## src/rtl/bcd_to_bin_if.sv

```systemverilog
// Handshake bundle for the BCD-to-binary converter: the request side (BCD in) and the
// response side (binary out), each with its own valid/ready pair.
interface bcd_to_bin_if #(
  parameter int unsigned DIGITS = 5,
  parameter int unsigned OUT_W  = 17
);
  logic                  in_valid;
  logic                  in_ready;
  logic [4*DIGITS-1:0]   in_bcd;
  logic                  in_neg;
  logic                  out_valid;
  logic                  out_ready;
  logic [OUT_W-1:0]      out_bin;
  logic                  out_ovf;
  logic                  out_err;

  modport master (
    output in_valid, in_bcd, in_neg, out_ready,
    input  in_ready, out_valid, out_bin, out_ovf, out_err
  );

  modport slave (
    input  in_valid, in_bcd, in_neg, out_ready,
    output in_ready, out_valid, out_bin, out_ovf, out_err
  );
endinterface

```

## src/rtl/bcd_to_bin.sv

```systemverilog
// Sign + packed-BCD magnitude to two's-complement binary, one digit per clock (MSD first),
// with saturation on range overflow and a sticky error flag for non-decimal digits.
module bcd_to_bin #(
  parameter int unsigned DIGITS = 5,
  parameter int unsigned OUT_W  = 17
) (
  input logic          clk,
  input logic          rst,
  bcd_to_bin_if.slave  bus
);

  localparam int unsigned BcdW   = 4 * DIGITS;
  // 16^D > 10^D, so the BCD width also holds the largest decimal magnitude without wrap.
  localparam int unsigned AccW   = BcdW;
  localparam int unsigned CntW   = (DIGITS > 1) ? $clog2(DIGITS) : 1;
  localparam int unsigned PosMax = (1 << (OUT_W - 1)) - 1;
  localparam int unsigned NegMax = (1 << (OUT_W - 1));

  typedef enum logic [1:0] {StIdle, StConv, StHold} state_e;

  state_e            state_q;
  logic [BcdW-1:0]   bcd_q;
  logic              neg_q;
  logic [AccW-1:0]   acc_q;
  logic [CntW-1:0]   cnt_q;
  logic              err_q;

  logic [3:0]        digit;
  logic [AccW-1:0]   acc_nxt;
  logic              err_nxt;
  logic [OUT_W-1:0]  mag;
  logic [OUT_W-1:0]  bin_d;
  logic              ovf_d;

  always_comb begin
    digit   = bcd_q[BcdW-1 -: 4];
    acc_nxt = (acc_q << 3) + (acc_q << 1) + AccW'(digit);
    err_nxt = err_q | (digit > 4'd9);
    mag     = OUT_W'(acc_nxt);
    bin_d   = '0;
    ovf_d   = 1'b0;
    if (err_nxt) begin
      bin_d = '0;
    end else if (!neg_q && (32'(acc_nxt) > PosMax)) begin
      bin_d = OUT_W'(PosMax);
      ovf_d = 1'b1;
    end else if (neg_q && (32'(acc_nxt) > NegMax)) begin
      bin_d = {1'b1, {(OUT_W - 1){1'b0}}};
      ovf_d = 1'b1;
    end else begin
      bin_d = neg_q ? -mag : mag;
    end
  end

  always_ff @(posedge clk) begin
    if (rst) begin
      state_q       <= StIdle;
      bcd_q         <= '0;
      neg_q         <= 1'b0;
      acc_q         <= '0;
      cnt_q         <= '0;
      err_q         <= 1'b0;
      bus.in_ready  <= 1'b1;
      bus.out_valid <= 1'b0;
      bus.out_bin   <= '0;
      bus.out_ovf   <= 1'b0;
      bus.out_err   <= 1'b0;
    end else begin
      case (state_q)
        StIdle: begin
          if (bus.in_valid) begin
            bcd_q        <= bus.in_bcd;
            neg_q        <= bus.in_neg;
            acc_q        <= '0;
            cnt_q        <= '0;
            err_q        <= 1'b0;
            bus.in_ready <= 1'b0;
            state_q      <= StConv;
          end
        end
        StConv: begin
          acc_q <= acc_nxt;
          err_q <= err_nxt;
          bcd_q <= bcd_q << 4;
          cnt_q <= cnt_q + CntW'(1);
          if (cnt_q == CntW'(DIGITS - 1)) begin
            bus.out_bin   <= bin_d;
            bus.out_ovf   <= ovf_d;
            bus.out_err   <= err_nxt;
            bus.out_valid <= 1'b1;
            state_q       <= StHold;
          end
        end
        StHold: begin
          // in_ready only rises after the output handshake, so no accept at that edge.
          if (bus.out_ready) begin
            bus.out_valid <= 1'b0;
            bus.in_ready  <= 1'b1;
            state_q       <= StIdle;
          end
        end
        default: begin
          state_q       <= StIdle;
          bus.in_ready  <= 1'b1;
          bus.out_valid <= 1'b0;
        end
      endcase
    end
  end

endmodule

```

## src/flat_wrapper.sv

```systemverilog
// flat-port wrapper written by rule: the top's interface ports become plain ports
module bcd_to_bin_flat 
#(
  parameter int unsigned DIGITS = 5,
  parameter int unsigned OUT_W  = 17
)
  (clk, rst, bus_in_valid, bus_in_bcd, bus_in_neg, bus_out_ready, bus_in_ready, bus_out_valid, bus_out_bin, bus_out_ovf, bus_out_err);
  bcd_to_bin_if #(.DIGITS(DIGITS), .OUT_W(OUT_W)) bus_i ();
  input logic clk;
  input logic rst;
  input wire logic [$bits(bus_i.in_valid)-1:0] bus_in_valid;
  input wire logic [$bits(bus_i.in_bcd)-1:0] bus_in_bcd;
  input wire logic [$bits(bus_i.in_neg)-1:0] bus_in_neg;
  input wire logic [$bits(bus_i.out_ready)-1:0] bus_out_ready;
  output wire logic [$bits(bus_i.in_ready)-1:0] bus_in_ready;
  output wire logic [$bits(bus_i.out_valid)-1:0] bus_out_valid;
  output wire logic [$bits(bus_i.out_bin)-1:0] bus_out_bin;
  output wire logic [$bits(bus_i.out_ovf)-1:0] bus_out_ovf;
  output wire logic [$bits(bus_i.out_err)-1:0] bus_out_err;
  assign bus_i.in_valid = bus_in_valid;
  assign bus_i.in_bcd = bus_in_bcd;
  assign bus_i.in_neg = bus_in_neg;
  assign bus_i.out_ready = bus_out_ready;
  assign bus_in_ready = bus_i.in_ready;
  assign bus_out_valid = bus_i.out_valid;
  assign bus_out_bin = bus_i.out_bin;
  assign bus_out_ovf = bus_i.out_ovf;
  assign bus_out_err = bus_i.out_err;
  bcd_to_bin #(.DIGITS(DIGITS), .OUT_W(OUT_W)) u_core (.clk(clk), .rst(rst), .bus(bus_i));
endmodule
```

## config.mk

```make
export PLATFORM = sky130hd
export DESIGN_NAME = bcd_to_bin_flat
export DESIGN_NICKNAME = d
export VERILOG_FILES = /design/src/rtl/bcd_to_bin_if.sv /design/src/rtl/bcd_to_bin.sv /design/src/flat_wrapper.sv
export SDC_FILE = /design/constraint.sdc
export NUM_CORES = 1
export LEC_CHECK = 0
export CAP_MARGIN = 20
export CORE_UTILIZATION = 29
export DETAILED_ROUTE_END_ITERATION = 8
export PLACE_DENSITY = 0.5
export SYNTH_ARGS = -nofsm -noshare
export SYNTH_HDL_FRONTEND = slang
export SYNTH_SLANG_ARGS = --single-unit
```

## constraint.sdc

```tcl
create_clock -name clk -period 5.03 [get_ports clk]
set_input_delay 1.2575 -clock clk [delete_from_list [all_inputs] [get_ports clk]]
set_output_delay 1.2575 -clock clk [all_outputs]
set_load 0.005 [all_outputs]
```

# [Word level (Yosys, flattened, before mapping)]
# Index checks and enable logic that the tools add are counted.
[word_totals] in_bits=25 elab_cells=62 reg_bits=67 output_inout_bits=21
[classes] muxes=24 bitwise_logic=3 reduce_logical=11 addsub=4 eq_ne=6 n_lt_le_gt_ge=3
[ops] cell="17-bit 2-to-1 mux" n=4
[ops] cell="20-bit case mux with 2 select lines" n=1
[ops] cell="19-bit case mux with 2 select lines" n=1
[ops] cell="20-bit adder" n=1
[ops] cell="20-bit by 4-bit adder with 20-bit output" n=1
[ops] cell="20-bit by 16-bit > comparator with 1-bit output, second input constant" n=1
[ops] cell="20-bit by 17-bit > comparator with 1-bit output, second input constant" n=1
[ops] cell="20-bit 2-to-1 mux" n=1
[ops] cell="19-bit 2-to-1 mux" n=1
[ops] cell="17-bit negator" n=1
[ops] cell="3-bit AND reduction" n=3
[ops] cell="1-bit 2-to-1 mux" n=7
[ops] cell="2-bit 2-to-1 mux" n=3
[ops] cell="1-bit case mux with 3 select lines" n=2
[ops] cell="2-bit case mux with 3 select lines" n=1
[ops] cell="3-bit case mux with 2 select lines" n=1
[ops] cell="2-bit AND reduction" n=3
[ops] cell="4-bit > comparator, second input constant" n=1
[ops] cell="2-bit != test, second input constant" n=2
[ops] cell="3-bit by 1-bit adder with 3-bit output, second input constant" n=1
[ops] cell="3-bit == test, second input constant" n=1
[ops] cell="3-bit 2-to-1 mux" n=1
[ops] cell="2-bit by 1-bit == test with 1-bit output, second input constant" n=1
[ops] cell="2-bit == test, second input constant" n=1
[ops] cell="other kinds (8)" n=10

# [Depth between registers and ports, before layout]
# Gate-level depths: netlist of run 1.
[depth] ltp_word=7 ltp_mapped=13 depth_no_buf=12

# [Worst setup path after synthesis of run 1]
# Ideal clock, no wire load.
[synth_path] kind="reg-to-reg" start="reg u_core.acc_q[0]" end="reg u_core.bus.out_bin[10]" path_stages_with_launch=13 synth_period_minus_slack_ns=3.484 n_path_buf=1 path_slack_ns=1.546 t_arrival_ns=3.342 setup_time_ns=0.142 required_time_ns=4.888 path_cell_list="dfxtp_1 > fa_1 > inv_1 > fa_1 > nand2b_1 > a21o_1 > and2_2 > or3_1 > and3_1 > a2111o_2 > buf_2 > a22oi_1 > o32ai_2"
[synth_via] elab_chain_cells=7 elab_cells_between_ends=11 cone_classes="add/sub: 3; order compare: 2; mux: 4; reduce/logical: 2"
[synth_lines] item="start, declared" line_no="bcd_to_bin.sv:24" text="logic [AccW-1:0] acc_q;"
[synth_lines] item="start signal, assigned" line_no="bcd_to_bin.sv:82" text="acc_q <= acc_nxt;"
[synth_lines] item="20-bit adder (*)" line_no="bcd_to_bin.sv:37" text="acc_nxt = (acc_q << 3) + (acc_q << 1) + AccW'(digit);"
[synth_lines] item="20-bit by 4-bit adder with 20-bit output (*)" line_no="bcd_to_bin.sv:37"
[synth_lines] item="17-bit negator or 20-bit by 17-bit > comparator with 1-bit output (tied branches)" line_no="bcd_to_bin.sv:51, bcd_to_bin.sv:47"
[synth_lines] item="17-bit 2-to-1 mux or 1-bit logical AND (tied branches)" line_no="bcd_to_bin.sv:51, bcd_to_bin.sv:47"
[synth_lines] item="17-bit 2-to-1 mux" line_no="bcd_to_bin.sv:47" text="end else if (neg_q && (32'(acc_nxt) > NegMax)) begin"
[synth_lines] item="17-bit 2-to-1 mux (*)" line_no="bcd_to_bin.sv:44" text="end else if (!neg_q && (32'(acc_nxt) > PosMax)) begin"
[synth_lines] item="17-bit 2-to-1 mux (*)" line_no="bcd_to_bin.sv:42" text="if (err_nxt) begin"
[synth_lines] item="end signal, assigned" line_no="bcd_to_bin.sv:87" text="bus.out_bin <= bin_d;"
[synth_lines] item="end, declared" line_no="bcd_to_bin_if.sv:24" text="output in_ready, out_valid, out_bin, out_ovf, out_err"
# Every way passes the cells marked *; elsewhere a longest branch is shown, timed or not.
# A chain may end at the register's enable or synchronous reset.

# [Worst setup path in the final report of run 1]
[layout_path] start="reg u_core.acc_q[0]" end="reg u_core.bus.out_bin[14]"
# Same word-level chain as after synthesis.

==> metrics.md, run 1 <==
| Metric | Value |
|---|---|
| Run status | `complete, no violations` |
| Dpl hpwl | `slightly below 9000 um` |
| Critical Path Source | `u_core.acc_q[0]$_SDFFE_PP0P_` |
| Seq cells post-synth | `67` |
| DRC | `0` |
| Drt pass-1 iters | `4` |
| Relative slew slack | `49.2%` |
| Leak | `2.07 nW` |
| Post-Syn Nets | `626` |
| EDFF count, synth | `0` |
| R2R Path Start | `u_core.acc_q[0]$_SDFFE_PP0P_` |
| Clock slew at reported path FFs | `0.06 ns` |
| CP Launch Type | `flip-flop` |
| RSZ-0062 raised after global routing | `false` |
| Ys Warns | `0` |
| Chip width | `127 um` |
| Tcrit/Tclk final | `76.3%` |
| Met2 wire len | `5870 um` |
| Final clock skew | `0.00906 ns` |
| Starting density of the core | `29.7%` |
| H-Tree Depth | `3` |
| Layout cells sized above 1 | `7.97%` |
| DP Area | `5040 sq um` |
| Avg Cell Area, Syn | `around 8.0 sq um` |
| Iteration-0 DRC Markers | `201` |
| Overall power | `1.41 mW` |
| CTS max path bufs | `2` |
| Sequential share of the synthesized area | `between 20% and 30%` |
| Worst Hold Depth | `2` |
| Minimum clock period | `roughly 3.8 ns` |
| Worst vdd ir | `0.000164 V` |
| Worst-margin pin slew | `0.762 ns` |
| FMAX | `260 MHz` |
| Max-cap viol count | `0` |
| Synthesized area | `4520 sq um` |
| Synth Flop Type | `dfxtp_1` |
| Synth top area share | `29.7%` |
| Io pins | `46` |
| Core Box Area | `15,200 sq um` |
| CTS Hold Bufs | `0` |
| Cells after Synth | `~560` |
| Vias per cell | `~5.4` |
| Critical path class | `flip-flop to flip-flop` |
| Die ar. | `16,100 sq um` |
| Power Dens Cells | `264 nW/um^2` |
| CTS tree | `yes` |
| Max layer used | `met4` |
| Yosys cell types | `68` |
| Synth area leader | `dfxtp_1` |
| Global-route wire length before repair | `20,400 um` |
| Count of final hold-check violations | `0` |
| Later-pin clock latency in the skew report | `about 0.34 ns` |
| Antenna violations before repair | `0` |
| Number of diodes | `0` |
| CP endpoint kind | `flip-flop` |
| Final Cell Area | `5350 sq um` |
| Met3 wire len | `roughly 420 um` |
| Clock Tree Root | `clkbuf_16` |
| Total number of vias | `4,166` |
| Post-route antenna net violation count | `0` |
| Worst hold-check path type | `flip-flop to flip-flop` |
| Total routed wirelength | `12,200 um` |
| Die Y | `roughly 130 um` |
| GR Overflow Total | `0` |
| Nets | `649` |
| I/O Buffers | `45` |
| Async SR Flop Fraction | `0%` |
| Vias in the first global route | `around 4,000` |
| Cts repair resizes | `0` |
| Sum Neg Setup Slack | `0 ns` |
| Routed len/inst | `15.7 um` |
| DRT met1 WL | `5810 um` |
| Critical Path AT | `about 4.1 ns` |
| Reg-to-reg endpoint | `u_core.bus.out_bin[14]$_SDFFE_PP0P_` |
| Area grow syn2layout | `18.4%` |
| Flop2flop setup slack | `1.19 ns` |
| Gp weighted congestion | `0.837` |
| Slew Limit Fails | `0` |
| Worst EP required | `5.26 ns` |
| Worst-path maximum fanout | `15` |
| Synth area leaders | `dfxtp_1 30%, ha_1 10%, nand2_1 7.4%` |
| Clock sinks | `67` |
| CTS Buf Count | `9` |
| Worst-case reg-to-reg path depth | `10` |
| Row Count | `45` |
| Postcts setup bufs | `0` |
| Largest net degree at the start of global routing | `62` |
| GR Util All Layers | `about 16%` |
| CP Capture Point | `u_core.bus.out_bin[14]$_SDFFE_PP0P_` |
| Final setup violation count | `0` |
## worst min-delay path by stage
| stage | start | end | slack [ns] |
|---|---|---|---|
| floorplan | u_core.bus.out_bin[2]$_SDFFE_PP0P_ | u_core.bus.out_bin[2]$_SDFFE_PP0P_ | 0.44 |
| global placement | u_core.bus.out_valid$_SDFFE_PP0P_ | u_core.bus.out_valid$_SDFFE_PP0P_ | 0.44 |
| detailed placement | u_core.bus.out_valid$_SDFFE_PP0P_ | u_core.bus.out_valid$_SDFFE_PP0P_ | 0.45 |
| CTS | u_core.bus.out_valid$_SDFFE_PP0P_ | u_core.bus.out_valid$_SDFFE_PP0P_ | 0.46 |
| global route | u_core.bus.out_bin[16]$_SDFFE_PP0P_ | u_core.bus.out_bin[16]$_SDFFE_PP0P_ | 0.49 |
| finish | u_core.bus.out_valid$_SDFFE_PP0P_ | u_core.bus.out_valid$_SDFFE_PP0P_ | 0.46 |
## cell families (layout without fill, tap and decap cells)
family	Yosys count	after routing	share of synthesized area, %
xor gates and xnor gates	21	21	4.07
adders and majority gates	39	39	11.1
buffers and inverters	52	80	5.62
DFF	67	67	29.7
AOI/OAI and AO/OA	173	173	28.3
and+or+nand+nor	210	210	21.2
## area by class of cell
cell class,instances,area [sq um]
clock buffer,10,239
multi-input combinational,443,2930
fill,1600,9850
timing repair buffer,51,490
inverter,13,48.8
tap,188,235
sequential,67,1340
clock inverter,6,63.8
## sequential cells by signal, indices dropped and copies added, names as in the netlist
name / cells
u_core.err_q: 1
u_core.cnt_q: 3
u_core.bus.out_valid: 1
u_core.neg_q: 1
u_core.bus.out_err: 1
u_core.bus.out_bin: 17
u_core.bus.out_ovf: 1
u_core.acc_q: 19
u_core.state_q: 2
u_core.bus.in_ready: 1
u_core.bcd_q: 20
## power breakdown
group          internal [mW]  switching (mW)
clock network          0.397           0.250
logic                 0.0796           0.120
registers              0.549          0.0153
total                   1.03           0.385
## cell usage after synthesis (2+ instances only)
cell,n
a32o_1,2
nand2_1,89
o21ai_0,16
a21oi_1,51
nor3_1,5
o211ai_1,5
nor2_1,40
a31oi_1,8
buf_4,3
nand2b_1,6
nand3_1,34
and3_1,6
xor2_1,9
a31o_2,2
inv_1,13
o31ai_2,2
nand4_1,2
o2111ai_1,3
o21a_1,4
xnor2_1,12
nor4_1,3
a22oi_1,13
buf_6,4
o32ai_1,4
o21ai_1,4
or3_1,6
nor2b_1,4
a22o_1,2
a311oi_1,16
o31ai_1,5
and2_1,5
a2111oi_1,2
dfxtp_1,67
fa_1,2
clkbuf_1,28
a21o_2,2
a222oi_1,2
ha_1,37
and2_2,2
a211oi_1,4
a21o_1,6
o32ai_2,6
## stage by stage
step | utilization, % | std cells | hold WS (ns) | setup WS, ns
floorplan | - | 562 | 0.442 | 1.55
global placement | 33.1 | 761 | 0.445 | 1.38
detailed placement | 33.1 | 761 | 0.452 | 1.24
CTS | 35.1 | 777 | 0.460 | 1.20
global route | 35.2 | 778 | 0.487 | 0.883
finish | 35.2 | 778 | 0.458 | 1.19
## layout by cell type, fill, tap and decap left out, drive strengths merged, types with 13 or more instances in the layout
cell type      instances
dfxtp                 67
clkdlybuf4s50         44
a311oi                16
nand3                 34
nand2                 89
o21ai                 20
ha                    37
inv                   14
a22oi                 13
nor2                  40
a21oi                 53
## critical path, cell delays in order, from the launching register on
cell and delay, ns:
dfxtp_1 0.34, fa_1 0.50, ha_1 0.30, a21o_1 0.17
nand4_1 0.19, a2111oi_1 0.67, o21ai_0 0.22, a2111oi_1 0.52
a31o_2 0.29, a21oi_4 0.16, o41ai_2 0.38
## layer usage
| metal | global-route usage [%] | up-vias |
|---|---|---|
| li1 | - | 2115 |
| met1 | 20.6 | 1962 |
| met2 | 27.7 | 79 |
| met3 | 2.74 | 10 |
| met4 | 3.99 | 0 |
| met5 | 0 | - |
(Power assumes the default switching activity.)
==> run 2, diff against run 1 <==
- clock period: 5.03 -> 3.8 ns (I/O delays scaled with it)
==> run 2 against run 1 <==
  * Combinational power increased by 40%
  * Largest power group unchanged
  * First-iteration DRC count increased by 27%
  * Critical path depth increased by 1
  * Sequential share of layout area decreased by 0.53 points
  * Setup slack got worse by 1.0 ns
  * Highest routed layer is now met5
==> metrics.md, run 2 (same netlist as run 1, synthesis figures left out) <==
| Metric | Value |
|---|---|
| Later-pin clock latency in the skew report | `0.34 ns` |
| Power share of the clock group | `47.8%` |
| Die ar. | `between 15,000 and 20,000 sq um` |
| Dpl hpwl | `9280 um` |
| Max layer used | `met5` |
| Layout Utilization | `35.9%` |
| Total routed wirelength | `12,800 um` |
| Reg with most FFs | `u_core.bcd_q` |
| Final hold slack | `0.459 ns` |
| Worst vdd ir | `0.000212 V` |
| Worst hold-check path type | `flip-flop to flip-flop` |
| Biggest regs | `u_core.bcd_q x20, u_core.acc_q x19, u_core.bus.out_bin x17` |
| Filler cells | `1,617` |
| Vias per cell | `5.48` |
| Met2 wire len | `between 6000 and 7000 um` |
| P_sw | `0.547 mW` |
| Layout cells sized above 1 | `9.83%` |
| Sum Neg Setup Slack | `0 ns` |
| Drt pass-1 iters | `5` |
| Worst-margin pin slew | `roughly 1 ns` |
| Count of final hold-check violations | `0` |
| Run status | `complete, no violations` |
| Comb power frac | `between 10% and 20%` |
| CP Capture Point | `u_core.bus.out_bin[13]$_SDFFE_PP0P_` |
| Row Count | `45` |
| Worst EP required | `4.00 ns` |
| Commonest non-fill, non-tap cell in the layout | `nand2_1` |
| Worst-path maximum fanout | `5` |
| GR Overflow Total | `0` |
| Iteration-0 DRC Markers | `approximately 260` |
| Cell Chain, Critical Path | `fa_1 > inv_1 > fa_1 > nand2b_1 > a21oi_1 > o21ai_0 > a22o_1 > or4_1 > o31ai_1 > xor2_1 > o32ai_2` |
| CP Launch Type | `flip-flop` |
| R2R Path Start | `u_core.acc_q[0]$_SDFFE_PP0P_` |
| Antenna violations before repair | `1` |
| Tcrit/Tclk final | `95.0%` |
| CP endpoint kind | `flip-flop` |
| Routed len/inst | `16.2 um` |
| Die Y | `about 130 um` |
| Starting density of the core | `29.7%` |
| Largest net degree at the start of global routing | `44` |
| Core Box Area | `15,200 sq um` |
| Max-cap viol count | `0` |
| Nets | `659` |
| Worst-case reg-to-reg path depth | `11` |
| CTS tree | `yes` |
| Met3 wire len | `452 um` |
| I/O Buffers | `45` |
| Switching share of power | `27.8%` |
| FMAX | `277 MHz` |
| Total number of vias | `4,319` |
| Sequential power share | `a little under two fifths` |
| Minimum clock period | `approximately 3.6 ns` |
| Vias in the first global route | `between 4,000 and 5,000` |
| Area grow syn2layout | `21.0%` |
| Clock Tree Root | `clkbuf_16` |
| Non-Filler Instances | `788` |
| Post-route antenna net violation count | `0` |
| DRT met1 WL | `5940 um` |
| Max reg flops | `20` |
| Worst path max stage delay | `0.58 ns` |
| Setup WS post-layout | `0.189 ns` |
| Slew Limit Fails | `0` |
| Chip width | `127 um` |
| Flop2flop setup slack | `0.19 ns` |
| Dpl cells | `771` |
| Clock slew at reported path FFs | `0.06 ns` |
| Place WS | `0.127 ns` |
| Final setup violation count | `0` |
| Global-route wire length before repair | `20,800 um` |
| Critical Path AT | `between 3 and 4 ns` |
| Critical path class | `flip-flop to flip-flop` |
| Internal cell power | `1.42 mW` |
| Critical Path Source | `u_core.acc_q[0]$_SDFFE_PP0P_` |
| H-Tree Depth | `3` |
| Leak | `about 2.1 nW` |
| Relative slew slack | `34.5%` |
| CTS Buf Count | `9` |
| Multi-input gate area | `2960 sq um` |
| Worst path most repeated cell | `fa_1` |
| DRC | `0` |
| Number of diodes | `0` |
| Commonest cells after routing, fill and taps aside | `89 x nand2_1, 67 x dfxtp_1, 51 x a21oi_1` |
| CTS max path bufs | `2` |
| Power Dens Cells | `360 nW/um^2` |
| Sequential cell area | `around 1300 sq um` |
| Clock sinks | `67` |
| Reg-to-reg endpoint | `u_core.bus.out_bin[13]$_SDFFE_PP0P_` |
| Io pins | `46` |
| Final clock skew | `0.00480 ns` |
| RSZ-0062 raised after global routing | `true` |
| Worst Hold Depth | `2` |
| GR Util All Layers | `16.3%` |
| Slowest cell on crit path | `or4_1` |
| Gp weighted congestion | `0.862` |
run 2: power by group through the flow:
| stage | registers, mW | clock network [mW] | logic [mW] |
|---|---|---|---|
| floorplan | 0.754 | 0 | 0.193 |
| global placement | 0.762 | 0 | 0.273 |
| detailed placement | 0.763 | 0 | 0.275 |
| CTS | 0.747 | 0.958 | 0.277 |
| global route | 0.751 | 0.983 | 0.308 |
| finish | 0.747 | 0.938 | 0.279 |
run 2: final cells by class:
type	instances	area share, %
Multi-Input combinational cell	444	54.1
Sequential cell	67	24.6
Timing Repair Buffer	60	10.2
Tap cell	188	4.31
Clock buffer	9	4.12
Clock inverter	7	1.81
Inverter	13	0.893
run 2: layer usage:
metal	track usage, %	vias up
met5	0	-
met4	4.62	2
met3	3.63	19
met2	27.9	87
met1	20.4	2082
li1	-	2129
run 2: metrics by stage:
step	power, mW	cell area [sq um]
global route	2.04	5460
floorplan	0.947	4520
detailed placement	1.04	5110
finish	1.96	5460
CTS	1.98	5440
global placement	1.04	5100
run 2: worst max-delay path: cells and delay by family, from the launching register on:
| kind | cells | cell delay, ns |
|---|---|---|
| AO/OA/AOI/OAI | 5 | 1.04 |
| XOR/XNOR | 1 | 0.21 |
| adder cells (fa/ha/maj) | 2 | 1.03 |
| buffers and inverters | 1 | 0.07 |
| flip-flops | 1 | 0.34 |
| AND/OR/NAND/NOR | 2 | 0.78 |
run 2: worst min path at each step:
| stage | from | to | slack (ns) |
|---|---|---|---|
| final | u_core.bus.out_bin[2]$_SDFFE_PP0P_ | u_core.bus.out_bin[2]$_SDFFE_PP0P_ | 0.46 |
| after global placement | u_core.bus.out_valid$_SDFFE_PP0P_ | u_core.bus.out_valid$_SDFFE_PP0P_ | 0.44 |
| after detailed placement | u_core.bus.out_bin[2]$_SDFFE_PP0P_ | u_core.bus.out_bin[2]$_SDFFE_PP0P_ | 0.45 |
| after CTS | u_core.bus.out_bin[2]$_SDFFE_PP0P_ | u_core.bus.out_bin[2]$_SDFFE_PP0P_ | 0.46 |
| after floorplan | u_core.bus.out_bin[2]$_SDFFE_PP0P_ | u_core.bus.out_bin[2]$_SDFFE_PP0P_ | 0.44 |
| after global routing | u_core.bus.out_valid$_SDFFE_PP0P_ | u_core.bus.out_valid$_SDFFE_PP0P_ | 0.49 |
run 2: repair_timing:
action,4_1_cts,5_1_grt
setup endpoints to repair,0,17
buffers inserted,0,0
hold buffers,0,0
gates resized for setup,0,4
